`config.mk`:
```
export PLATFORM = sky130hd
export DESIGN_NAME = fifo_stream_reader
export DESIGN_NICKNAME = d
export VERILOG_FILES = /design/src/rtl/fifo_stream_reader.sv
export SDC_FILE = /design/constraint.sdc
export NUM_CORES = 1
export LEC_CHECK = 0
export BUFFER_PORTS_ARGS = -buffer_cell sky130_fd_sc_hd__buf_2
export CORE_MARGIN = 2
export CORE_UTILIZATION = 35
export DETAILED_ROUTE_END_ITERATION = 10
export PLACE_DENSITY = 0.59
export SLEW_MARGIN = 5
export SYNTH_ARGS = -nofsm -noshare
export SYNTH_HDL_FRONTEND = slang
export SYNTH_SLANG_ARGS = --single-unit
```
`constraint.sdc`:
```
create_clock -name clk -period 9.2 [get_ports clk]
set_clock_uncertainty 0.2 [all_clocks]
set_input_delay 1.84 -clock clk [delete_from_list [all_inputs] [get_ports clk]]
set_output_delay 1.84 -clock clk [all_outputs]
set_load 0.005 [all_outputs]
```
`src/rtl/fifo_stream_reader.sv`:
```
// fifo_stream_reader: read-side drain engine for the single-clock FIFO.
// Issues reads against the FIFO empty flag. A 2-entry buffer absorbs the
// one-cycle RAM read latency. Buffered words leave as a valid/ready stream,
// cut into bursts of burst_len beats. A lone trailing word that waits
// longer than the idle timeout closes its burst.
module fifo_stream_reader #(
    parameter int dw      = 8,
    parameter int bw      = 8,
    parameter int tw      = 4,
    parameter int timeout = 8
) (
    input  logic          clk,
    input  logic          rst,
    input  logic          clr,
    input  logic          enable,
    input  logic [bw-1:0] burst_len,
    input  logic [dw-1:0] fifo_dout,
    input  logic          fifo_empty,
    output logic          fifo_re,
    output logic [dw-1:0] m_data,
    output logic          m_valid,
    input  logic          m_ready,
    output logic          m_last,
    output logic          busy
);

    localparam logic [tw-1:0] timeout_v = tw'(timeout);

    // Registered state. buf0 is the head of the buffer and buf1 the tail.
    logic [1:0]    occ;
    logic          pend;
    logic [dw-1:0] buf0, buf1;
    logic [bw-1:0] beat;
    logic [bw-1:0] eff_len;
    logic [tw-1:0] idle;

    // Next-state values.
    logic          pop;
    logic [2:0]    fill;
    logic [1:0]    occ_pop;
    logic [2:0]    occ_n;
    logic [dw-1:0] buf0_n, buf1_n;
    logic [bw-1:0] beat_n, eff_len_n, len_in, len_cur;
    logic [tw-1:0] idle_n;
    logic          hold, succ, is_final, timed, rel;
    logic          valid_n, last_n;
    logic [dw-1:0] data_n;

    // Issue a read only when the buffer has room once this cycle's pop and
    // the read already in flight are taken into account.
    always_comb begin
        pop     = m_valid & m_ready;
        fill    = {1'b0, occ} + {2'b0, pend} - {2'b0, pop};
        fifo_re = enable & ~fifo_empty & (fill < 3'd2) & rst & ~clr;
    end

    // Compute the post-edge buffer contents, the release decision and the
    // burst bookkeeping from the state this cycle will leave behind.
    always_comb begin
        // NOTE: every always_comb output is given a default first, so no path
        // can leave it unassigned and infer a latch.
        buf0_n    = buf0;
        buf1_n    = buf1;
        occ_pop   = occ - {1'b0, pop};
        occ_n     = 3'd0;
        beat_n    = beat;
        len_in    = (burst_len == '0) ? bw'(1) : burst_len;
        len_cur   = eff_len;
        idle_n    = '0;
        hold      = 1'b0;
        succ      = 1'b0;
        is_final  = 1'b0;
        timed     = 1'b0;
        rel       = 1'b0;
        valid_n   = 1'b0;
        last_n    = 1'b0;
        data_n    = m_data;
        eff_len_n = eff_len;

        // A pop advances the tail into the head slot.
        if (pop) begin
            buf0_n = buf1;
        end
        // Read data arriving this cycle lands behind whatever survives the pop.
        if (pend) begin
            if (occ_pop == 2'd0) begin
                buf0_n = fifo_dout;
            end else begin
                buf1_n = fifo_dout;
            end
        end
        occ_n = {1'b0, occ_pop} + {2'b0, pend};

        if (pop) begin
            beat_n = m_last ? '0 : beat + bw'(1);
        end
        // The burst length is latched as the first beat of a burst is released.
        len_cur = (beat_n == '0) ? len_in : eff_len;

        // The idle timer runs only while one unreleased word sits alone.
        if (occ == 2'd1 && !pend && !m_valid) begin
            idle_n = (idle >= timeout_v) ? idle : idle + tw'(1);
        end

        hold     = m_valid & ~pop;
        succ     = (occ_n == 3'd2) | fifo_re;
        is_final = (beat_n == len_cur - bw'(1));
        timed    = (idle_n >= timeout_v);
        rel      = ~hold & (occ_n != 3'd0) & (succ | is_final | timed);

        valid_n  = hold | rel;
        if (hold) begin
            last_n = m_last;
        end else begin
            last_n = rel & (is_final | (timed & ~succ));
        end
        if (rel) begin
            data_n = buf0_n;
            if (beat_n == '0) begin
                eff_len_n = len_in;
            end
        end
    end

    // Control state: cleared by reset or flush, otherwise takes the next state.
    always_ff @(posedge clk) begin
        // NOTE: sequential state uses non-blocking assignments, so every
        // register samples the values from before this edge.
        if (!rst || clr) begin
            occ     <= 2'd0;
            pend    <= 1'b0;
            beat    <= '0;
            eff_len <= bw'(1);
            idle    <= '0;
            m_valid <= 1'b0;
            m_last  <= 1'b0;
            m_data  <= '0;
        end else begin
            assert (occ_n <= 3'd2);
            occ     <= occ_n[1:0];
            pend    <= fifo_re;
            beat    <= beat_n;
            eff_len <= eff_len_n;
            idle    <= idle_n;
            m_valid <= valid_n;
            m_last  <= last_n;
            m_data  <= data_n;
        end
    end

    // Buffer storage: contents are only meaningful below occ.
    always_ff @(posedge clk) begin
        // NOTE: the data slots are deliberately left out of reset; occ alone
        // says which of them hold live words.
        buf0 <= buf0_n;
        buf1 <= buf1_n;
    end

    assign busy = (occ != 2'd0) | pend;

endmodule
```
After elaboration in Yosys (flattened, before gate mapping). Index checks and enable logic that the tools add are counted.

Register bits: 49. Bits of input ports: 22. Output and inout bits: 12. Logic and storage cells: 66.

Add/subtract/negate cells: 7. $lt $le $gt $ge: 3. Equality and inequality tests: 3. Mux-type cells: 9. Bitwise operators: 22. Reduce and logical (&&, ||, !) cells: 12.

Operator list (number): $mux W8 (7); $logic_not A8 Y1 (2); $and A1 B1 Y1 (10); $add A8 B1 Y8 const B (1); $eq A8 B8 Y1 (1); $ge A4 B4 Y1 const B (2); $mux W4 (2); $sub A8 B1 Y8 const B (1); $add A2 B1 Y3 (2); $not A1 Y1 (6); $or A1 B1 Y1 (6); $add A4 B1 Y4 const B (1); $eq A3 B2 Y1 const B (1); $logic_not A1 Y1 (3); $lt A3 B2 Y1 const B (1); $reduce_bool A3 Y1 (1); $sub A3 B1 Y3 (1); $eq A2 B1 Y1 const B (1); $logic_and A1 B1 Y1 (2); $logic_not A2 Y1 (1); $reduce_and A2 Y1 (1); $reduce_bool A2 Y1 (1); $sub A2 B1 Y2 (1); $logic_or A1 B1 Y1 (1).

Longest topological paths before layout. Gate-level depths: netlist of the first run.

Depth after elaboration: 11. Gate-level depth with buffers: 17. Mapped depth without buffers: 14.

Worst setup path before layout of the first run. OpenSTA, ideal clock, no wires.

Kind: in2out. Start: in m_ready. End: out fifo_re. Data arrival time: 3724 ps. Required time: 7160 ps. Slack: 3436 ps. Stages: 9. Path buffers: 2. Cell sequence: buf_4 nand2_8 inv_4 clkbuf_1 ha_1 nand2b_1 fa_1 nand3_1 nor3_1.

Cells in the longest elaborated chain, start to end: 6.

Ends and longest elaborated chain: start: declaration (line 22) `input logic m_ready,`; $and A1 B1 Y1 (line 52) `pop = m_valid & m_ready;`; $sub A3 B1 Y3 (line 53) `fill = {1'b0, occ} + {2'b0, pend} - {2'b0, pop};`; $lt A3 B2 Y1 (line 54) `fifo_re = enable & ~fifo_empty & (fill < 3'd2) & rst & ~clr;`; $and A1 B1 Y1 (3 in a row) (line 54); end: declaration (line 19) `output logic fifo_re,`.

Every way passes these cells.

Worst setup path after layout of the first run. Ends and elaborated chain as after synthesis.

==> results of run 1 <==
[power by group through the flow]
stage	Combinational [mW]	Sequential [mW]	Clock (mW)
floorplan	0.0503	0.242	0
global placement	0.0672	0.243	0
detailed placement	0.0667	0.244	0
CTS	0.0674	0.239	0.171
global route	0.0755	0.240	0.179
finish	0.0670	0.239	0.165
[flip-flops by register name, indices dropped and copies added, names as in the netlist]
register  count
idle          4
pend          1
beat          8
occ           2
buf1          8
buf0          8
eff_len       8
m_last        1
m_data        8
m_valid       1
[cell families (layout without fill, tap and decap cells)]
family	after synthesis	count (layout)	share of synthesized area [%]
and+or+nand+nor	156	156	25.6
AOI/OAI and AO/OA	70	70	18.9
DFF	49	49	34.8
buffers and inverters	33	58	5.09
muxes	26	26	8.71
xor gates and xnor gates	10	10	2.88
adders and majority gates	9	9	3.94
[path summary, 6_finish.rpt]
check                                            start                 endpoint  slack (ps)  cells past startpoint
worst max-delay path                           m_ready                  fifo_re        3310                      9
worst max register to register      beat[0]$_SDFF_PP0_  eff_len[1]$_SDFFE_PP0P_        4670                     14
worst min register to register  m_data[1]$_SDFFE_PP0P_   m_data[1]$_SDFFE_PP0P_         260                      2
worst min-delay path            m_data[1]$_SDFFE_PP0P_   m_data[1]$_SDFFE_PP0P_         260                      2
[metal layers]
metal	share of wire, %	routed length, um
met3	5.6	409
met2	44	3200
met4	2.2	158
met1	48	3530
met5	0	0
[placed cells by master, fill, tap and decap left out, types with 5 or more instances in the layout]
cell / synthesis / routed
nand2_1: 52 / 52
dfxtp_1: 41 / 41
nor2_1: 35 / 35
buf_2: 2 / 33
mux2i_1: 22 / 22
inv_1: 15 / 15
nand3_1: 14 / 14
nor3_1: 14 / 14
a31oi_1: 10 / 10
and2_1: 8 / 8
ha_1: 8 / 8
edfxtp_1: 8 / 8
a21oi_1: 7 / 7
xor2_1: 6 / 6
and3_1: 5 / 5
a211oi_1: 5 / 5
clkbuf_8: 0 / 5
[final cells by class]
| type | instances | area share (%) |
|---|---|---|
| inverter | 16 | 1.85 |
| clock inverter | 3 | 1.48 |
| clock buffer | 5 | 2.03 |
| tap | 108 | 4.00 |
| multi-input combinational | 271 | 54.2 |
| timing repair buffer | 34 | 5.11 |
| sequential | 49 | 31.4 |
[through the flow]
stage,total power [mW],cells,util (%),hold WS (ps),instance area (um2)
after floorplan,0.292,353,-,248,3050
after global placement,0.311,478,38.0,248,3260
final,0.471,486,39.4,263,3380
after detailed placement,0.311,478,38.0,243,3260
after CTS,0.477,486,39.4,266,3380
after global routing,0.495,486,39.4,290,3380
[worst max-delay path, delay by kind of cell]
family	cells	cell delay, ps
adders and majority gates	2	740
and+or+nand+nor	4	670
buffers and inverters	3	580
==> impl_metrics.toml, run 1 <==
[synth]
ys_ff_latch = 49
yosys_most_used_dff = "dfxtp_1"
synth_enable_flop_cells = 8
synth.avg_cell_area_um2 = 8.63
syn_area_mm2 = 0.00305
synth.most_common_cell = "nand2_1"
syn_inst = 353
synthTopCellsByCount = "52 x nand2_1, 41 x dfxtp_1, 35 x nor2_1, 22 x mux2i_1, 15 x inv_1"
yosysWarnings = 0
synth_area_leaders = "dfxtp_1 27%, edfxtp_1 7.9%, mux2i_1 7.2%, nand2_1 6.4%, nor2_1 4.3%"
ys_types = 68
ys_seq_area_share_pct = 34.8
netlist.area_leader.share_pct = 27.0
yosys.area.top_type = "dfxtp_1"
synthArstFlopShare_pct = 0
synthesis.nets = 384

[cells_and_area]
syn_to_final_growth_pct = 11.1
antenna_cells = 0
multi_input_area_mm2 = 0.00183
nFillCells = 889
seqCellArea_mm2 = 0.00106
nets = 408
drive_above_1_share_pct = 16.4

[power]
power.switching_uw = 126
power_density_mw_per_mm2 = 139
switching_share_pct = 26.8
peakVddDrop_mv = 0.0837
p_comb_share_pct = 14.2
p_clk_share_pct = 35.1
p_int_uw = 345
p_leak_nw = 1.30
seqPwrFrac_pct = 50.7

[setup_path]
worst_setup_path_end_kind = "output port"
cp.arrival_ps = 3850
cpPeakStageDelay_ps = 480
crit_chain = "buf_2, nand2_8, inv_4, ha_1, nand2b_1, fa_1, nand3_1, nor3_1, buf_2"
path_max_fanout = 19
critPathRequiredTime_ps = 7160
crit_path_start_kind = "input pin"
cpMaxStageDelayCell = "fa_1"
critPathKind = "in2out"
crit_top_cell = "buf_2"

[status]
outcome = "finished clean"

[timing]
max_freq_mhz = 170
fin_ws_ps = 3310
period_share_pct = 64.0
max-slew-margin-rel_pct = 45.1
rsz0062_at_grt = "false"
hold_violations = 0
setup_violations = 0
worstMarginPinSlew_ps = 823
finalSetupTns_ps = 0
final_max_slew_viol_count = 0
min_period_ps = 5890

[drt]
totalWireLength_um = 7300
drt_first_iter_violations = 97
drt_pass1_iterations = 4
wl_per_cell_um = 15.0
drc = 0
via_per_inst = 5.46
vias = 2655
detail-route-antenna-nets = 0

[clocking]
clkSinkCount = 49
cts_tree = "yes"
cts_made_buffers = 5
clockRootBuffer = "clkbuf_8"
insertion_delay_ps = 310
ctsHoldBuffers = 0
h-tree-depth = 2
clockBufferDepth = 2
cts_resized = 0
cts_setup_buffers = 0
cts.clk_slew.worst_paths_ps = 100

[global_route]
grt_usage_pct = 16.0
grt_pass1_wl_um = 12400
antenna_found_initial = 0
use_met1_pct = 21.2
top_usage_layer = "met2"
grt_use_met2_pct = 25.4
overflow = 0
use_met3_pct = 4.10
grt_start_max_net_pins = 38
grt_pass1_vias = 2562

[run]
maxCapViolCount = 0

[placement]
pre_cts_slack_ps = 3280
io_buffer_count = 33
dpl.hpwl_um = 5400
place_congestion = 0.862

[floorplan]
num_rows = 34
die_h_um = 97.3
fp.dieW_um = 97.3
core_area_mm2 = 0.00859
io_pins = 34
start_util_pct = 35.4
die_area_mm2 = 0.00946

[worst_hold_path]
hp-class = "reg2reg"
No activity file was read; power rests on OpenSTA's default activity.
==> run 2, diff against run 1 <==
Settings changed: PLACE_DENSITY 0.59 to 0.61.
Clock period 9.2 ns to 5.2 ns, I/O delays scaled along.
==> impl_metrics.toml, run 2 (same netlist as run 1, synthesis figures left out) <==
[global_route]
grt_pass1_vias = 2470
antenna_found_initial = 1
grt_start_max_net_pins = 38
overflow = 0
grt_usage_pct = 15.2
grt_pass1_wl_um = 11800

[timing]
finalSetupTns_ps = 0
rsz0062_at_grt = "false"
min_period_ps = 4390
setup_violations = 0
worstMarginPinSlew_ps = 881
fin_ws_ps = 810
max-slew-margin-rel_pct = 41.2
hold_violations = 0
period_share_pct = 84.4
max_freq_mhz = 228
final_max_slew_viol_count = 0

[placement]
io_buffer_count = 33
placed_area_mm2 = 0.00329
place_congestion = 0.809
place_inst = 481
dpl.hpwl_um = 5370
pre_cts_slack_ps = 466

[drt]
drc = 0
detail-route-antenna-nets = 0
drt_pass1_iterations = 4
via_per_inst = 5.34
vias = 2610
totalWireLength_um = 7260
wl_per_cell_um = 14.8
drt_first_iter_violations = 102

[power]
seqPwrFrac_pct = 53.1
power_density_mw_per_mm2 = 235
p_clk_share_pct = 31.7
p_int_uw = 564
p_comb_share_pct = 15.1
peakVddDrop_mv = 0.143
p_leak_nw = 1.30
switching_share_pct = 29.0
power.switching_uw = 231

[setup_path]
critPathKind = "in2out"
r2r_cells = 14
endpoint = "fifo_re"
r2r_start = "m_valid$_SDFF_PP0_"
cp.arrival_ps = 3150
r2r_slack_ps = 1010
worst_setup_path_end_kind = "output port"
reg2reg_to = "m_data[1]$_SDFFE_PP0P_"
cpPeakStageDelay_ps = 480
cpMaxStageDelayCell = "fa_1"
path_max_fanout = 19
critPathRequiredTime_ps = 3960
crit_top_cell = "buf_2"
crit_start = "m_ready"
crit_path_start_kind = "input pin"
crit_chain = "buf_2, nand2_8, inv_4, ha_1, nand2b_1, fa_1, nand3_1, nor3_1, buf_2"

[clocking]
cts_tree = "yes"
clockBufferDepth = 2
ctsHoldBuffers = 0
clockRootBuffer = "clkbuf_8"
cts_setup_buffers = 0
insertion_delay_ps = 310
h-tree-depth = 2
cts_made_buffers = 5
cts.clk_slew.worst_paths_ps = 100
clkSinkCount = 49
cts_resized = 0

[run]
maxCapViolCount = 0

[floorplan]
core_area_mm2 = 0.00859
fp.dieW_um = 97.3
die_h_um = 97.3
die_area_mm2 = 0.00946
start_util_pct = 35.4
io_pins = 34
num_rows = 34

[cells_and_area]
final_cells = 489
drive_above_1_share_pct = 17.1
syn_to_final_growth_pct = 11.1
antenna_cells = 0
nFillCells = 883
layout_common_cells = "52 x nand2_1, 41 x dfxtp_1, 35 x nor2_1"
stdcell_area_mm2 = 0.00338
final_common_cell = "nand2_1"
nets = 411

[worst_hold_path]
hp-class = "reg2reg"

[status]
outcome = "finished clean"
## run 2: worst min path at each step
stage / slack, ps / from / cells after the start / end
CTS: 270 / m_data[2]$_SDFFE_PP0P_ / 2 / m_data[2]$_SDFFE_PP0P_
floorplan: 250 / eff_len[6]$_SDFFE_PP0P_ / 2 / eff_len[6]$_SDFFE_PP0P_
finish: 260 / m_data[5]$_SDFFE_PP0P_ / 2 / m_data[5]$_SDFFE_PP0P_
global placement: 240 / m_data[1]$_SDFFE_PP0P_ / 2 / m_data[1]$_SDFFE_PP0P_
detailed placement: 250 / m_data[2]$_SDFFE_PP0P_ / 2 / m_data[2]$_SDFFE_PP0P_
global route: 300 / m_data[4]$_SDFFE_PP0P_ / 2 / m_data[4]$_SDFFE_PP0P_
## run 2: critical path, delay by kind of cell
kind                       cells  cell delay [ps]
adders and majority gates      2              740
and+or+nand+nor                4              740
buffers and inverters          3              620
## run 2: power groups by stage
stage               registers (mW)  logic (mW)  clock network, mW
floorplan                    0.428      0.0890                  0
detailed placement           0.431       0.120                  0
CTS                          0.423       0.121              0.261
global placement             0.431       0.117                  0
global route                 0.425       0.134              0.273
finish                       0.422       0.120              0.252
## run 2: layer usage
| layer | global-route usage [%] | routed length [um] |
|---|---|---|
| met5 | 0 | 11 |
| met4 | 3.85 | 53 |
| met3 | 3.02 | 311 |
| met2 | 25.6 | 3410 |
| met1 | 19.9 | 3480 |
## run 2: per-stage QoR
stage,power [mW],utilization [%],hold WS [ps]
final,0.795,39.4,259
after global routing,0.832,39.4,296
after CTS,0.804,39.4,266
after detailed placement,0.551,38.2,247
after global placement,0.548,38.2,240
after floorplan,0.517,-,248
## run 2: cell type report
| cell class | count | area [um2] | share of cell area, % |
|---|---|---|---|
| Clock inverter | 3 | 28.8 | 0.851 |
| Sequential cell | 49 | 1060 | 31.4 |
| Clock buffer | 5 | 68.8 | 2.03 |
| Multi-Input combinational cell | 271 | 1830 | 54.1 |
| Timing Repair Buffer | 37 | 195 | 5.77 |
| Tap cell | 108 | 135 | 3.99 |
| Inverter | 16 | 62.6 | 1.85 |
==> run 3, diff against run 2 <==
Settings changed: ABC_AREA from default to 1.
Clock period 5.2 ns to 4.02 ns, I/O delays scaled along.
==> impl_metrics.toml, run 3 <==
[status]
outcome = "finished clean"

[clocking]
clockBufferDepth = 2
cts_made_buffers = 5
clkSinkCount = 49
cts_tree = "yes"
cts.clk_slew.worst_paths_ps = 90
h-tree-depth = 2
insertion_delay_ps = 290
clockRootBuffer = "clkbuf_8"

[setup_path]
path_delay_family = "adder cells"
worst_setup_path_end_kind = "output port"
critPathKind = "in2out"
path_depth = 9
reg2reg_to = "m_data[5]$_SDFFE_PP0P_"
r2r_slack_ps = 520
cpMaxStageDelayCell = "fa_1"
r2r_cells = 22
cp.arrival_ps = 2820
crit_path_start_kind = "input pin"
crit_top_cell = "buf_2"
endpoint = "fifo_re"
crit_start = "m_ready"
crit_buf_inv = 3
r2r_start = "m_valid$_SDFF_PP0_"
crit_chain = "buf_2, nand2_4, clkinv_2, ha_1, or2_2, fa_1, nand2_1, a2111oi_2, buf_2"
cpPeakStageDelay_ps = 480
critPathRequiredTime_ps = 3020
path_max_fanout = 9

[placement]
io_buffer_count = 33
place_congestion = 0.900
dpl.hpwl_um = 4800
place_inst = 554
placed_area_mm2 = 0.00315
pre_cts_slack_ps = -4.44

[synth]
yosys.area.top_type = "dfxtp_1"
synth-xor-area-share_pct = 1.55
netlist.area_leader.share_pct = 29.0
ys_ff_latch = 49
ys_seq_area_share_pct = 37.5
synthMuxAreaShare_pct = 0
syn_inst = 418
synth_area_leaders = "dfxtp_1 29%, nand2_1 13%, nand3_1 8.8%, edfxtp_1 8.5%, nor2_1 8.0%"
synth.most_common_cell = "nand2_1"
synth_compound_area_share_pct = 9.67
synth.avg_cell_area_um2 = 6.78
yosysWarnings = 0
syn_area_mm2 = 0.00283
yosys_most_used_dff = "dfxtp_1"
synthTopCellsByCount = "101 x nand2_1, 60 x nor2_1, 56 x inv_1, 50 x nand3_1, 41 x dfxtp_1"
ys_types = 33
synth_top_family_by_area = "simple AND/OR/NAND/NOR gates"
synth_enable_flop_cells = 8
synthesis.nets = 449
synth-adder-area-share_pct = 4.24
synthArstFlopShare_pct = 0
yosys.area_share.simple_pct = 36.2

[timing]
worstMarginPinSlew_ps = 502
min_period_ps = 3820
setup_violations = 0
rsz0062_at_grt = "false"
fin_ws_ps = 196
max_freq_mhz = 261
final_max_slew_viol_count = 0
period_share_pct = 95.1
max-slew-margin-rel_pct = 66.2
holdWs_ps = 276
hold_violations = 0

[cells_and_area]
final_cells = 562
syn_to_final_growth_pct = 14.4
final_common_cell = "nand2_1"
antenna_cells = 0
stdcell_area_mm2 = 0.00324
drive_above_1_share_pct = 16.1
nets = 490
layout_common_cells = "101 x nand2_1, 60 x nor2_1, 56 x inv_1"

[worst_hold_path]
min_from = "idle[2]$_SDFF_PP0_"
hp-class = "reg2reg"

[global_route]
antenna_found_initial = 0
grt_start_max_net_pins = 32
grt_usage_pct = 14.9
grt_pass1_vias = 2354
grt_pass1_wl_um = 10700
overflow = 0

[power]
p_leak_nw = 1.51
power_density_mw_per_mm2 = 283
peakVddDrop_mv = 0.261

[floorplan]
io_pins = 34
start_util_pct = 36.5
fp.dieW_um = 94.0
num_rows = 32
die_area_mm2 = 0.00883
die_h_um = 94.0
core_area_mm2 = 0.00777

[drt]
detail-route-antenna-nets = 0
vias = 2602
wl_per_cell_um = 11.2
via_per_inst = 4.63
drt_pass1_iterations = 4
drt_first_iter_violations = 137
totalWireLength_um = 6300
drc = 0

[run]
maxCapViolCount = 0
[run 3: changes by cell type in the layout (fill, tap and decap cells not counted), moves of 6 or more]
cell / delta
nand2_1: +49
inv_1: +41
nand3_1: +36
nor2_1: +25
mux2i_1: -22
a21oi_1: +15
o21ai_0: +15
nor3_1: -11
a31oi_1: -9
buf_4: +9
and2_1: -8
nand2_2: +6
[run 3: cell families (layout without fill, tap and decap cells)]
logic type      Yosys count  after routing
simple gates            235            235
buf+inv                  70            112
compound gates           50             50
flops                    49             49
fa+ha+maj                 9              9
xor+xnor                  5              5
[run 3: routing by layer]
| layer | share of wire, % | track usage, % |
|---|---|---|
| met3 | 3.5 | 2.65 |
| met2 | 46 | 25.3 |
| met5 | 0 | 0 |
| met4 | 0.54 | 2.54 |
| met1 | 50 | 20.0 |
[run 3: worst min-delay path by stage]
stage                    endpoint  slack [ps]  cells past startpoint
3_3_place_gp   idle[2]$_SDFF_PP0_         260                      2
5_1_grt        idle[2]$_SDFF_PP0_         290                      2
2_1_floorplan  idle[2]$_SDFF_PP0_         240                      2
4_1_cts        idle[2]$_SDFF_PP0_         280                      2
3_5_place_dp   idle[2]$_SDFF_PP0_         260                      2
6_report       idle[2]$_SDFF_PP0_         280                      2
[run 3: final cells by class]
cell class / instances / area [um2]
clock buffers: 5 / 68.8
clock inverters: 3 / 17.5
fillers: 815 / 4530
inverters: 57 / 215
multi-input cells: 299 / 1470
flip-flops and latches: 49 / 1060
well taps: 102 / 128
repair buffers: 47 / 283
[run 3: power by group]
part | switching (mW) | leakage [nW] | internal, mW
Clock | 0.160 | 0.0455 | 0.121
Combinational | 0.0698 | 1.06 | 0.0448
Sequential | 0.00524 | 0.405 | 0.518
[run 3: worst min-delay path: stages, from the launching register on]
cell	delay (ps)
dfxtp_1	320
nand2_1	60
a21oi_1	50
[run 3: repair_timing]
action                                  in CTS  in global routing
endpoints found under the hold margin        0                  0
pin swaps                                    0                  0
setup buffers                                0                  0
hold buffers                                 0                  0
endpoints found under the setup margin       1                  1
gates resized for setup                      1                  1
[run 3: through the flow]
step	total power [mW]	setup TNS, ps	utilization (%)
2_1_floorplan	0.613	0	-
3_3_place_gp	0.649	-38.5	40.5
3_5_place_dp	0.648	-4.44	40.5
4_1_cts	0.935	0	41.7
5_1_grt	0.969	0	41.7
6_report	0.918	0	41.7
